## config.mk

```make
export PLATFORM = sky130hd
export DESIGN_NAME = fifo_rd_stream
export DESIGN_NICKNAME = d
export VERILOG_FILES = /design/src/rtl/fifo_pkg.sv /design/src/rtl/fifo_rd_skid.sv /design/src/rtl/fifo_rd_stream.sv
export SDC_FILE = /design/constraint.sdc
export NUM_CORES = 1
export LEC_CHECK = 0
export CORE_ASPECT_RATIO = 1.2
export CORE_UTILIZATION = 45
export CTS_BUF_LIST = sky130_fd_sc_hd__clkbuf_16
export CTS_CLUSTER_SIZE = 10
export DETAILED_ROUTE_END_ITERATION = 10
export PLACE_DENSITY = 0.85
export SLEW_MARGIN = 20
export SYNTH_ARGS = -nofsm -noshare
export SYNTH_HDL_FRONTEND = slang
export SYNTH_SLANG_ARGS = --single-unit
```

## constraint.sdc

```tcl
create_clock -name rdclk -period 2.6 [get_ports rdclk]
set_input_delay 0.26 -clock rdclk [delete_from_list [all_inputs] [get_ports rdclk]]
set_output_delay 0.26 -clock rdclk [all_outputs]
set_load 0.005 [all_outputs]
```

## src/rtl/fifo_pkg.sv

```systemverilog
// fifo_pkg: widths and occupancy type shared by the FIFO read stream, its buffer and the bench.
package fifo_pkg;
    localparam int DATA_W = 8;
    localparam int CNT_W  = 16;
    typedef logic [1:0] occ_t;
endpackage

```

## src/rtl/fifo_rd_skid.sv

```systemverilog
// fifo_rd_skid: 2-entry in-order buffer with head/tail pointers and occupancy count.
module fifo_rd_skid #(
    parameter int DATA_W = fifo_pkg::DATA_W
) (
    input  logic              clk,
    input  logic              arst_n,
    input  logic              i_clr,
    input  logic              i_wr,
    input  logic [DATA_W-1:0] i_wdata,
    input  logic              i_rd,
    output fifo_pkg::occ_t    o_cnt,
    output logic [DATA_W-1:0] o_head
);
    import fifo_pkg::*;
    logic [DATA_W-1:0] r_mem [2];
    logic              r_head;
    logic              r_tail;
    occ_t              r_cnt;
    always_ff @(posedge clk or negedge arst_n) begin
        if (!arst_n) begin
            r_mem[0] <= '0;
            r_mem[1] <= '0;
            r_head   <= 1'b0;
            r_tail   <= 1'b0;
            r_cnt    <= '0;
        end else if (i_clr) begin
            r_head <= 1'b0;
            r_tail <= 1'b0;
            r_cnt  <= '0;
        end else begin
            if (i_wr) begin
                r_mem[r_tail] <= i_wdata;
                r_tail        <= ~r_tail;
            end
            if (i_rd) r_head <= ~r_head;
            r_cnt <= r_cnt + occ_t'(i_wr) - occ_t'(i_rd);
        end
    end
    assign o_cnt  = r_cnt;
    // stale entries stay hidden once drained or flushed
    assign o_head = (r_cnt != '0) ? r_mem[r_head] : '0;
endmodule

```

## src/rtl/fifo_rd_stream.sv

```systemverilog
// fifo_rd_stream: pops a FIFO with one-cycle read latency and presents the words as a valid/ready stream.
module fifo_rd_stream #(
    parameter int DATA_W = fifo_pkg::DATA_W,
    parameter int CNT_W  = fifo_pkg::CNT_W
) (
    input  logic              rdclk,
    input  logic              arst_n,
    input  logic              fifo_empty,
    input  logic [DATA_W-1:0] fifo_rdata,
    output logic              fifo_pop,
    input  logic              flush,
    output logic              m_valid,
    output logic [DATA_W-1:0] m_data,
    input  logic              m_ready,
    output logic [CNT_W-1:0]  xfer_cnt
);
    import fifo_pkg::*;
    occ_t             w_cnt;
    logic             w_hs;
    logic [2:0]       w_occ_next;
    logic             r_inflight;
    logic [CNT_W-1:0] r_xfer;
    assign m_valid    = (w_cnt != '0);
    assign w_hs       = m_valid && m_ready;
    assign w_occ_next = 3'(w_cnt) + 3'(r_inflight) - 3'(w_hs);
    // gating on arst_n keeps the FIFO untouched while the block is held in reset
    assign fifo_pop   = arst_n && !fifo_empty && !flush && (w_occ_next < 3'd2);
    assign xfer_cnt   = r_xfer;
    always_ff @(posedge rdclk or negedge arst_n) begin
        if (!arst_n) begin
            r_inflight <= 1'b0;
            r_xfer     <= '0;
        end else begin
            r_inflight <= fifo_pop;
            r_xfer     <= r_xfer + CNT_W'(w_hs);
        end
    end
    fifo_rd_skid #(.DATA_W(DATA_W)) u_skid (
        .clk     (rdclk),
        .arst_n  (arst_n),
        .i_clr   (flush),
        .i_wr    (r_inflight),
        .i_wdata (fifo_rdata),
        .i_rd    (w_hs),
        .o_cnt   (w_cnt),
        .o_head  (m_data)
    );
endmodule

```

==> results_dict.tcl <==
set metrics [dict create \
    status "finished with violations" \
    violations "design-rule violations" \
    cts_buffers 5 \
    required_ns 2.34 \
    grt_pass1_wl_um 6250 \
    start_util_pct 48.6 \
    worstMarginPinSlew_ns 0.628 \
    synth-seq-cells 37 \
    core_um2 3450 \
    skew_ns 0.00420 \
    dpl_worst_slack_ns -0.426 \
    fmaxAchievable_mhz 392 \
    synth_ff_type "dfrtp_1" \
    cp-end-kind "output pin" \
    chipHeight_um 68.9 \
    r2r_slack_ns 0.20 \
    syn_nets 152 \
    yosysSeqAreaShare_pct 55.2 \
    synth_edf_count 0 \
    min_period_ns 2.55 \
    p_leak_nw 1.11 \
    yosysTopAreaCell "dfrtp_1" \
    fp.dieArea_um2 3980 \
    grt_max_degree 38 \
    clock_sinks 37 \
    num_io_pins 39 \
    vias 1203 \
    rows 23 \
    clockBufferDepth 2 \
    hold_path_class "reg2reg" \
    antenna_found_initial 0 \
    drv_slew 0 \
    maxCapViolCount 0 \
    cts_tree "done" \
    dr.pass1.iters 7 \
    synthTopCellsByCount "dfrtp_1, mux2_2, nor2_1, xor2_1" \
    drt-total-wl_um 3580 \
    fin_nets 205 \
    setup_viol 0 \
    max-vdd-ir-drop_mv 0.581 \
    drive_gt1_share_pct 21.8 \
    die_w_um 57.7 \
    port_buffers 38 \
    grt_overflow_total 0 \
    worstPathArrival_ns 2.29 \
    avgSynthCellArea_um2 12.5 \
    drc 4 \
    insertion_delay_ns 0.28 \
    critical_path.max_fanout 2 \
    path_class "reg2out" \
    layout_setup_ws_ns 0.0461 \
    tns_ns 0 \
    cp_slowest_cell "fa_2" \
    rsz0062_at_grt "yes" \
    clk_pin_slew_ns 0.05 \
    cp_cell_sequence "o21ai_2 -> inv_1 -> ha_1 -> inv_1 -> ha_2 -> fa_2 -> nor4_4 -> buf_2" \
    area_growth_pct 40.0 \
    wl_per_cell_um 15.9 \
    relSlewSlack_pct 58.0 \
    n_fill_cell 274 \
    h-tree-depth 2 \
    synthTopCellsByArea "dfrtp_1, mux2_2, xor2_1" \
    clock-root-buffer "clkbuf_16" \
    dp_hpwl_um 2400 \
    synth_cells 134 \
    drt-initial-drc-count 51 \
    diodes 0 \
    grt_pass1_vias 1334 \
    synth_cell_types 22 \
    worst_path_largest_cell_delay_ns 0.47 \
    period_share_pct 98.2 \
    gp_congestion 0.762 \
    worstSetupStartpointType "flip-flop" \
    yosysWarnings 0 \
    vias_per_cell 5.35 \
    syn-cell-area_um2 1680 \
    ant_nets 0 \
    async_flop_share_pct 100 \
    power.density_nw_per_um2 971 \
    final_hold_viol_count 0 \
    synth.top_cell.area_share_pct 55.2 \
    synth_most_common_cell "dfrtp_1" \
    cpMostUsedCell "inv_1" \
    track_usage_pct 21.7 \
]
==> area by class of cell <==
cell class	instances	area, um^2	share of cell area [%]
flip-flops and latches	37	926	39.4
clock inverters	3	37.5	1.60
clock buffers	5	125	5.33
well taps	37	46.3	1.97
inverters	8	30.0	1.28
multi-input cells	88	741	31.5
repair buffers	47	443	18.9
==> per-stage QoR <==
step | utilization [%] | cell area [um^2] | total power [mW] | instances | hold WS, ns
after detailed placement | 61.9 | 2140 | 1.58 | 213 | 0.464
after global placement | 61.9 | 2140 | 1.52 | 213 | 0.462
after global routing | 68.0 | 2350 | 2.42 | 225 | 0.512
after CTS | 67.6 | 2330 | 2.27 | 225 | 0.470
after floorplan | - | 1680 | 1.23 | 134 | -0.0356
final | 68.0 | 2350 | 2.28 | 225 | 0.466
==> final timing paths <==
path	startpoint	to	depth (start not counted)
max in group asynchronous	arst_n	xfer_cnt[12]	2
min in group asynchronous	arst_n	u_skid.r_mem[11]	2
hold reg to reg	xfer_cnt[15]	xfer_cnt[15]	1
hold / removal	xfer_cnt[15]	xfer_cnt[15]	1
setup / recovery	u_skid.o_cnt[0]	fifo_pop	8
setup reg to reg	u_skid.o_cnt[0]	r_inflight	12
==> flip-flops by register name, indices dropped and copies added, names as in the netlist <==
signal         cells
u_skid.r_mem      16
xfer_cnt          16
u_skid.o_cnt       2
r_inflight         1
u_skid.r_head      1
u_skid.r_tail      1
==> worst max-delay path, delay by kind of cell, from the launching register on <==
family | cells | cell delay [ns]
AO/OA/AOI/OAI | 1 | 0.15
adder cells (fa/ha/maj) | 3 | 0.94
buffers and inverters | 3 | 0.29
flip-flops | 1 | 0.39
AND/OR/NAND/NOR | 1 | 0.24
==> logic make-up (layout without fill, tap and decap cells) <==
kind of cell | count (synthesis) | in the layout | synth area share (%)
xor gates and xnor gates | 17 | 17 | 8.87
AOI/OAI and AO/OA | 1 | 1 | 0.298
adders and majority gates | 5 | 5 | 4.18
buffers and inverters | 9 | 63 | 2.09
muxes | 24 | 24 | 15.5
and+or+nand+nor | 41 | 41 | 13.9
DFF | 37 | 37 | 55.2
==> what timing repair did <==
item / in CTS / in global routing
setup buffers: 4 / 0
resized for setup: 7 / 3
hold buffers: 0 / 0
pin swaps: 1 / 0
endpoints found under the setup margin: 1 / 1
==> where the power goes <==
part | leakage (nW) | total, mW | internal (mW) | switching (mW)
Sequential | 0.481 | 0.898 | 0.746 | 0.152
Combinational | 0.551 | 0.728 | 0.449 | 0.278
Clock | 0.0826 | 0.655 | 0.445 | 0.210
==> routing by layer <==
layer	wire length, um	up-vias	track usage [%]
met5	0	-	0
met4	63	0	8.33
met3	231	8	7.09
met2	1810	43	36.8
met1	1470	590	25.9
li1	-	562	-
==> layout by cell type, fill, tap and decap left out, types with 6 or more instances in the layout <==
| cell type | count |
|---|---|
| nor2_1 | 15 |
| xor2_1 | 11 |
| inv_1 | 9 |
| mux2_2 | 16 |
| buf_4 | 9 |
| dfrtp_1 | 37 |
| mux2i_1 | 8 |
| clkdlybuf4s50_1 | 37 |
| xnor2_1 | 6 |
No activity file was read; power rests on OpenSTA's default activity.
